===== src/rtl/zone_rate_controller_if.sv =====
// Bus bundle for the zone rate controller: head position input, table
// programming port and the rate req/ack handshake toward the data separator.
//   master : the controller side (drives zone, rate_word, rate_req,
//            zone_changed, busy; samples everything else)
//   slave  : host / DPLL side (drives enable, current_track, cfg_*, rate_ack)
interface zone_rate_controller_if #(
  parameter int unsigned NUM_ZONES = 5,
  parameter int unsigned TRACK_W   = 8,
  parameter int unsigned RATE_W    = 16
);
  localparam int unsigned ZW = (NUM_ZONES > 1) ? $clog2(NUM_ZONES) : 1;

  logic               enable;
  logic [TRACK_W-1:0] current_track;
  logic               cfg_we;
  logic               cfg_sel;
  logic [ZW-1:0]      cfg_addr;
  logic [RATE_W-1:0]  cfg_data;
  logic [ZW-1:0]      zone;
  logic [RATE_W-1:0]  rate_word;
  logic               rate_req;
  logic               rate_ack;
  logic               zone_changed;
  logic               busy;

  modport master (
    input  enable, current_track, cfg_we, cfg_sel, cfg_addr, cfg_data, rate_ack,
    output zone, rate_word, rate_req, zone_changed, busy
  );

  modport slave (
    output enable, current_track, cfg_we, cfg_sel, cfg_addr, cfg_data, rate_ack,
    input  zone, rate_word, rate_req, zone_changed, busy
  );
endinterface


===== src/rtl/zone_rate_controller.sv =====
// Programmable track-to-zone mapper for a zoned-CAV/CLV data separator.
// Maps the head track to a zone through a loadable boundary table, keeps a
// per-zone DPLL rate word, debounces seeks and commits zone changes to the
// DPLL over a req/ack handshake.
// Ports:
//   clk, reset         clock, synchronous active-high reset
//   bus (master)       enable, current_track, cfg_we/sel/addr/data in;
//                      zone, rate_word, rate_req, zone_changed, busy out;
//                      rate_ack in
module zone_rate_controller #(
  parameter int unsigned NUM_ZONES     = 5,
  parameter int unsigned TRACK_W       = 8,
  parameter int unsigned RATE_W        = 16,
  parameter int unsigned ZONE_TRACKS   = 16,
  parameter int unsigned SETTLE_CYCLES = 64
) (
  input  logic                   clk,
  input  logic                   reset,
  zone_rate_controller_if.master bus
);
  localparam int unsigned ZW = (NUM_ZONES > 1) ? $clog2(NUM_ZONES) : 1;
  localparam int unsigned CW = (SETTLE_CYCLES > 1) ? $clog2(SETTLE_CYCLES) : 1;

  typedef enum logic [1:0] {IDLE, SCAN, SETTLE, REQ} state_t;

  state_t             state_q, state_d;
  logic [TRACK_W-1:0] boundary_q [NUM_ZONES];
  logic [TRACK_W-1:0] boundary_d [NUM_ZONES];
  logic [RATE_W-1:0]  rate_q     [NUM_ZONES];
  logic [RATE_W-1:0]  rate_d     [NUM_ZONES];
  logic [TRACK_W-1:0] last_track_q, last_track_d;
  logic               eval_pending_q, eval_pending_d;
  logic [ZW-1:0]      idx_q, idx_d;
  logic [ZW-1:0]      acc_q, acc_d;
  logic [ZW-1:0]      cand_q, cand_d;
  logic [CW-1:0]      cnt_q, cnt_d;
  logic [ZW-1:0]      zone_q, zone_d;
  logic [RATE_W-1:0]  rate_word_q, rate_word_d;
  logic               rate_req_q, rate_req_d;
  logic               zone_changed_q, zone_changed_d;
  logic               busy_q, busy_d;
  logic               cfg_accept;
  logic               restart;
  logic               track_moved;
  logic               scan_last;
  logic               settle_done;
  logic               hit;
  logic [ZW-1:0]      acc_next;

  assign track_moved = (bus.current_track != last_track_q);
  assign scan_last   = (idx_q == ZW'(NUM_ZONES - 1));
  assign settle_done = (cnt_q == CW'(SETTLE_CYCLES - 1));
  assign hit         = (last_track_q >= boundary_q[idx_q]);
  assign acc_next    = acc_q + ZW'(hit);

  assign bus.zone         = zone_q;
  assign bus.rate_word    = rate_word_q;
  assign bus.rate_req     = rate_req_q;
  assign bus.zone_changed = zone_changed_q;
  assign bus.busy         = busy_q;

  // Table write port; out-of-range indices and boundary[0] are dropped.
  always_comb begin
    boundary_d = boundary_q;
    rate_d     = rate_q;
    cfg_accept = 1'b0;
    for (int i = 0; i < int'(NUM_ZONES); i++) begin
      if (bus.cfg_we && (bus.cfg_addr == ZW'(i))) begin
        if (bus.cfg_sel) begin
          rate_d[i]  = bus.cfg_data;
          cfg_accept = 1'b1;
        end else if (i != 0) begin
          boundary_d[i] = TRACK_W'(bus.cfg_data);
          cfg_accept    = 1'b1;
        end
      end
    end
  end

  // State register.
  always_ff @(posedge clk) begin
    if (reset) state_q <= IDLE;
    else       state_q <= state_d;
  end

  // Next-state logic; disable overrides every state, including a live request.
  always_comb begin
    state_d = state_q;
    if (!bus.enable) begin
      state_d = IDLE;
    end else begin
      case (state_q)
        IDLE:    if (track_moved || eval_pending_q) state_d = SCAN;
        SCAN:    if (!track_moved && scan_last) state_d = SETTLE;
        SETTLE: begin
          if (track_moved)      state_d = SCAN;
          else if (settle_done) state_d = (cand_q != zone_q) ? REQ : IDLE;
        end
        REQ:     if (bus.rate_ack) state_d = IDLE;
        default: state_d = IDLE;
      endcase
    end
  end

  // Datapath and output next values.
  always_comb begin
    last_track_d   = last_track_q;
    eval_pending_d = eval_pending_q;
    idx_d          = idx_q;
    acc_d          = acc_q;
    cand_d         = cand_q;
    cnt_d          = cnt_q;
    zone_d         = zone_q;
    zone_changed_d = 1'b0;
    restart        = 1'b0;
    if (!bus.enable) begin
      zone_d         = '0;
      eval_pending_d = 1'b1;
    end else begin
      case (state_q)
        IDLE: begin
          if (track_moved || eval_pending_q) begin
            restart        = 1'b1;
            eval_pending_d = 1'b0;
          end
        end
        SCAN: begin
          if (track_moved) begin
            restart = 1'b1;
          end else begin
            acc_d = acc_next;
            if (scan_last) begin
              cand_d = acc_next;
              cnt_d  = '0;
            end else begin
              idx_d = idx_q + ZW'(1);
            end
          end
        end
        SETTLE: begin
          if (track_moved) restart = 1'b1;
          else             cnt_d   = cnt_q + CW'(1);
        end
        REQ: begin
          // The request is never withdrawn; remember to re-evaluate instead.
          if (track_moved) eval_pending_d = 1'b1;
          if (bus.rate_ack) begin
            zone_d         = cand_q;
            zone_changed_d = 1'b1;
          end
        end
        default: ;
      endcase
    end
    if (restart) begin
      idx_d        = ZW'(1);
      acc_d        = '0;
      last_track_d = bus.current_track;
    end
    if (cfg_accept) eval_pending_d = 1'b1;
    rate_req_d = (state_d == REQ);
    busy_d     = (state_d != IDLE);
    // Proposed word frozen for the whole request; otherwise track the committed zone.
    if ((state_q == REQ) && (state_d == REQ)) rate_word_d = rate_word_q;
    else if (state_d == REQ)                  rate_word_d = rate_d[cand_q];
    else                                      rate_word_d = rate_d[zone_d];
  end

  // Datapath and output registers.
  always_ff @(posedge clk) begin
    if (reset) begin
      for (int i = 0; i < int'(NUM_ZONES); i++) begin
        boundary_q[i] <= TRACK_W'(i * ZONE_TRACKS);
        rate_q[i]     <= '0;
      end
      last_track_q   <= bus.current_track;
      eval_pending_q <= 1'b1;
      idx_q          <= ZW'(1);
      acc_q          <= '0;
      cand_q         <= '0;
      cnt_q          <= '0;
      zone_q         <= '0;
      rate_word_q    <= '0;
      rate_req_q     <= 1'b0;
      zone_changed_q <= 1'b0;
      busy_q         <= 1'b0;
    end else begin
      boundary_q     <= boundary_d;
      rate_q         <= rate_d;
      last_track_q   <= last_track_d;
      eval_pending_q <= eval_pending_d;
      idx_q          <= idx_d;
      acc_q          <= acc_d;
      cand_q         <= cand_d;
      cnt_q          <= cnt_d;
      zone_q         <= zone_d;
      rate_word_q    <= rate_word_d;
      rate_req_q     <= rate_req_d;
      zone_changed_q <= zone_changed_d;
      busy_q         <= busy_d;
    end
  end
endmodule

===== src/flat_wrapper.sv =====
// flat-port wrapper written by rule: the top's interface ports become plain ports
module zone_rate_controller_flat 
#(
  parameter int unsigned NUM_ZONES     = 5,
  parameter int unsigned TRACK_W       = 8,
  parameter int unsigned RATE_W        = 16,
  parameter int unsigned ZONE_TRACKS   = 16,
  parameter int unsigned SETTLE_CYCLES = 64
)
  (clk, reset, bus_enable, bus_current_track, bus_cfg_we, bus_cfg_sel, bus_cfg_addr, bus_cfg_data, bus_rate_ack, bus_zone, bus_rate_word, bus_rate_req, bus_zone_changed, bus_busy);
  zone_rate_controller_if #(.NUM_ZONES(NUM_ZONES), .TRACK_W(TRACK_W), .RATE_W(RATE_W)) bus_i ();
  input  logic clk;
  input  logic reset;
  input wire logic [$bits(bus_i.enable)-1:0] bus_enable;
  input wire logic [$bits(bus_i.current_track)-1:0] bus_current_track;
  input wire logic [$bits(bus_i.cfg_we)-1:0] bus_cfg_we;
  input wire logic [$bits(bus_i.cfg_sel)-1:0] bus_cfg_sel;
  input wire logic [$bits(bus_i.cfg_addr)-1:0] bus_cfg_addr;
  input wire logic [$bits(bus_i.cfg_data)-1:0] bus_cfg_data;
  input wire logic [$bits(bus_i.rate_ack)-1:0] bus_rate_ack;
  output wire logic [$bits(bus_i.zone)-1:0] bus_zone;
  output wire logic [$bits(bus_i.rate_word)-1:0] bus_rate_word;
  output wire logic [$bits(bus_i.rate_req)-1:0] bus_rate_req;
  output wire logic [$bits(bus_i.zone_changed)-1:0] bus_zone_changed;
  output wire logic [$bits(bus_i.busy)-1:0] bus_busy;
  assign bus_i.enable = bus_enable;
  assign bus_i.current_track = bus_current_track;
  assign bus_i.cfg_we = bus_cfg_we;
  assign bus_i.cfg_sel = bus_cfg_sel;
  assign bus_i.cfg_addr = bus_cfg_addr;
  assign bus_i.cfg_data = bus_cfg_data;
  assign bus_i.rate_ack = bus_rate_ack;
  assign bus_zone = bus_i.zone;
  assign bus_rate_word = bus_i.rate_word;
  assign bus_rate_req = bus_i.rate_req;
  assign bus_zone_changed = bus_i.zone_changed;
  assign bus_busy = bus_i.busy;
  zone_rate_controller #(.NUM_ZONES(NUM_ZONES), .TRACK_W(TRACK_W), .RATE_W(RATE_W), .ZONE_TRACKS(ZONE_TRACKS), .SETTLE_CYCLES(SETTLE_CYCLES)) u_core (.clk(clk), .reset(reset), .bus(bus_i));
endmodule

===== config.mk =====
export PLATFORM = sky130hd
export DESIGN_NAME = zone_rate_controller_flat
export DESIGN_NICKNAME = d
export VERILOG_FILES = /design/src/rtl/zone_rate_controller_if.sv /design/src/rtl/zone_rate_controller.sv /design/src/flat_wrapper.sv
export SDC_FILE = /design/constraint.sdc
export NUM_CORES = 1
export LEC_CHECK = 0
export BUFFER_PORTS_ARGS = -buffer_cell sky130_fd_sc_hd__buf_2
export CAP_MARGIN = 30
export CELL_PAD_IN_SITES_DETAIL_PLACEMENT = 2
export CELL_PAD_IN_SITES_GLOBAL_PLACEMENT = 2
export CORE_UTILIZATION = 40
export CTS_BUF_LIST = sky130_fd_sc_hd__clkbuf_2 sky130_fd_sc_hd__clkbuf_4 sky130_fd_sc_hd__clkbuf_8
export DETAILED_ROUTE_END_ITERATION = 10
export PLACE_DENSITY_LB_ADDON = 0.2
export SYNTH_ARGS = -nofsm -noshare
export SYNTH_HDL_FRONTEND = slang
export SYNTH_SLANG_ARGS = --single-unit
export TNS_END_PERCENT = 100

===== constraint.sdc =====
create_clock -name clk -period 4.8 [get_ports clk]
set_input_delay 0.72 -clock clk [delete_from_list [all_inputs] [get_ports clk]]
set_output_delay 0.72 -clock clk [all_outputs]
set_load 0.01 [all_outputs]

==> results.md <==
* Skew final at ~0.018 ns
* CP cell instances: inv_1, nor2_1, a22oi_1, o22ai_1, ha_1, nand2b_1, a21o_1, a21o_1, a21oi_1, nor2b_1, o21ai_0, a21oi_1, ha_1, ha_1, xor2_1, mux2i_1, nor2_1
* Most used cell, CP: ha_1
* RePlAce Congestion at between 0.8 and 0.9
* Max stage delay on crit path at approximately 0.7 ns
* Final instance area at 9380 sq um
* Detailed placer's ending HPWL at 19500 um
* FF-to-FF path depth at 17
* Tcrit/Tclk final at between 80% and 90%
* Max clock buf depth at 2
* DIE HEIGHT at ~150 um
* Area Overhead vs Synth at 9.36%
* GRT Overall Usage at around 27%
* Post-CTS Resized at 0
* Post-Route WL at 29200 um
* 1st-pass router iterations at 7
* Register area share after synthesis at 38.3%
* Final count of hold timing violations at 0
* Hold buffer count at CTS at 0
* Mapped Area at approximately 8600 sq um
* Crit path DAT at ~4.2 ns
* R2R Setup Slk at approximately 0.95 ns
* Global-route wire length before repair at about 46000 um
* Initial antenna violation count at 0
* Async set-reset flop share out of synthesis at 0%
* Clk pin slew, worst setup/hold paths at about 0.090 ns
* Ant diodes at 0
* Worst slew margin at around 32%
* Synth cell types at 59
* Slew Viols, Final at 0
* WL/cell at roughly 24 um
* Outcome: completed
* Hold Path Class: in -> reg
* R2r endpoint: u_core.cand_q[2]
* # fillers at roughly 2200
* Final min period at 3.85 ns
* Number of top-level pins at 55
* Seq cells post-synth at 160
* CTS tree: built
* Critical path required time at just over 5 ns
* Post-Syn Area per Cell at roughly 9.2 sq um
* Count leader, synth: dfxtp_1
* Leakage power at approximately 4 nW
* Dominant synthesized flop cell: dfxtp_1
* Antenna Nets Post-Route at 0
* Maximum VDD drop at ~0.16 mV
* Synth area leaders: dfxtp_1, mux2i_1, nor2_1
* FF-to-FF Start: u_core.idx_q[0]
* Max Cap Violations at 0
* Initial Util at about two fifths
* Unrepaired setup endpoints after global routing: no
* Post-CTS setup buffer count at 0
* Vias per Instance at about 6.0
* Final net count at between 900 and 1000
* Hold path endpoint: u_core.last_track_q[0]
* H-tree depth at 4
* Slew @ Worst Pin at between 1 and 1.5 ns
* Syn nets at about 1000
* Number of synthesized flops with an enable pin at 8
* Cells after synthesis at 929
* Core area at about 21000 sq um
* Worst hold start: bus_current_track[0]
* Die area at between 20000 and 25000 sq um
* TNS Setup at 0 ns
* Root Driver: clkbuf_8
* IO buf count at 54
* Inserted Clock Buffers at 17
* Vias at around 7400
* Crit Path Max Fanout at 10
* Number of clock sinks at between 150 and 200
* Sequential cell area at between 3000 and 4000 sq um
* Vias in the first global route at 8216
* Crit. Startpoint: u_core.idx_q[0]
* Row cnt at 53
* Fmax achieved at approximately 0.26 GHz
* Cells on Worst Hold Path at 1
* Worst setup SP type: flip-flop
* Post-synth top cells: dfxtp_1, nor2_1, mux2i_1
* Setup Viol. Count Final at 0
* Top cell type's share of synthesized area at ~35%
* Crit path kind: reg -> reg
* Warnings from Yosys at 0
* CP max stage cell: dfxtp_1
* Power Dens Cells at about 280 nW/um^2
* CP Capture Type: flip-flop
* Dominant cell type by area after synthesis: dfxtp_1
* Total grt overflow at 0
* Drt drc at 0
* Pin count of the biggest net entering global routing at 70
* Dpl cell area at just under 9000 sq um
* Skew-Pair Late Insertion Delay at 0.47 ns
* Multi-input gate area at between 4000 and 5000 sq um
* DR iter-0 viols at 300
* Share of layout cells above drive strength 1 at between 10 and 15%
* Die Wd at roughly 150 um
## how the worst max path moves through the flow
stage | to | slack, ns | cells after the start
2_1_floorplan | u_core.cand_q[2] | 1.45 | 18
3_3_place_gp | u_core.cand_q[2] | 1.24 | 17
3_5_place_dp | u_core.cand_q[2] | 0.99 | 17
4_1_cts | u_core.cand_q[2] | 0.96 | 17
5_1_grt | u_core.cand_q[2] | 0.66 | 17
6_report | u_core.cand_q[2] | 0.95 | 17
## cell usage in the layout (no fill, tap or decap), types with 3 or more instances in the layout
cell / count
dfxtp_1: 152
nor2_1: 128
mux2i_1: 108
a21oi_1: 56
buf_2: 53
or3_1: 49
inv_1: 45
o21ai_0: 40
o311a_1: 32
nand2_1: 30
nand3_1: 20
buf_4: 20
ha_1: 18
clkbuf_8: 18
xor2_1: 17
mux4_2: 16
o2111ai_1: 16
a2111oi_0: 16
a31o_1: 15
a22oi_1: 8
edfxtp_1: 8
and3_1: 7
o22a_1: 6
and2_1: 6
nand2b_1: 5
nor2b_1: 5
nor3_1: 4
a211oi_1: 3
clkinv_2: 3
clkinv_4: 3
bufinv_16: 3
clkinvlp_4: 3
## registers in the layout, indices dropped and copies added (netlist names)
name                     cells
u_core.last_track_q          8
u_core.state_q               2
u_core.cand_q                3
u_core.boundary_q           32
u_core.eval_pending_q        1
u_core.cnt_q                 6
u_core.acc_q                 3
u_core.bus.rate_word        16
u_core.rate_q               80
u_core.bus.rate_req          1
u_core.idx_q                 3
u_core.bus.zone_changed      1
u_core.bus.busy              1
u_core.bus.zone              3
## worst max-delay path: cells and delay by family, from the launching register on
kind                     cells  cell delay, ns
AO/OA/AOI/OAI                7            1.08
XOR/XNOR                     1            0.16
multiplexers                 1            0.15
AND/OR/NAND/NOR              4            0.73
flip-flops                   1            0.70
adder cells (fa/ha/maj)      3            0.68
buffers and inverters        1            0.22
## per-stage QoR
| step | worst slack [ns] | hold slack [ns] | power [W] | util [%] | std cells |
|---|---|---|---|---|---|
| floorplan | 1.45 | 0.433 | 0.00153 | - | 929 |
| global placement | 1.24 | 0.445 | 0.00159 | 42.6 | 1195 |
| detailed placement | 0.992 | 0.457 | 0.00161 | 42.6 | 1195 |
| CTS | 0.957 | 0.438 | 0.00268 | 44.6 | 1227 |
| global route | 0.656 | 0.441 | 0.00275 | 44.6 | 1228 |
| finish | 0.949 | 0.459 | 0.00266 | 44.6 | 1228 |
## routing by layer
layer | vias to the layer above | GRT usage, % | routed length [um]
li1 | 3384 | - | -
met1 | 3764 | 32.9 | 12600
met2 | 142 | 49.2 | 15000
met3 | 61 | 3.40 | 774
met4 | 0 | 10.9 | 780
met5 | - | 0 | 0
## layout make-up
type,instances,share of cell area (%)
Multi-Input combinational cell,642,50.5
Sequential cell,160,35.0
Timing Repair Buffer,74,4.59
Tap cell,275,3.67
Clock buffer,19,2.72
Inverter,45,1.80
Clock inverter,13,1.73
## kinds of logic after synthesis
kind of cell,synth area share (%)
flops,38.3
fa+ha+maj,2.63
buf+inv,6.56
mux,17.3
simple gates,15.2
xor+xnor,1.94
compound gates,18.1
## power breakdown
group | leakage, nW | switching, W | internal, W
Sequential | 1.31 | 0.0000136 | 0.00136
Combinational | 2.46 | 0.000133 | 0.0000712
Clock | 0.205 | 0.000550 | 0.000535
Total | 3.98 | 0.000697 | 0.00196
(Power assumes the default switching activity.)
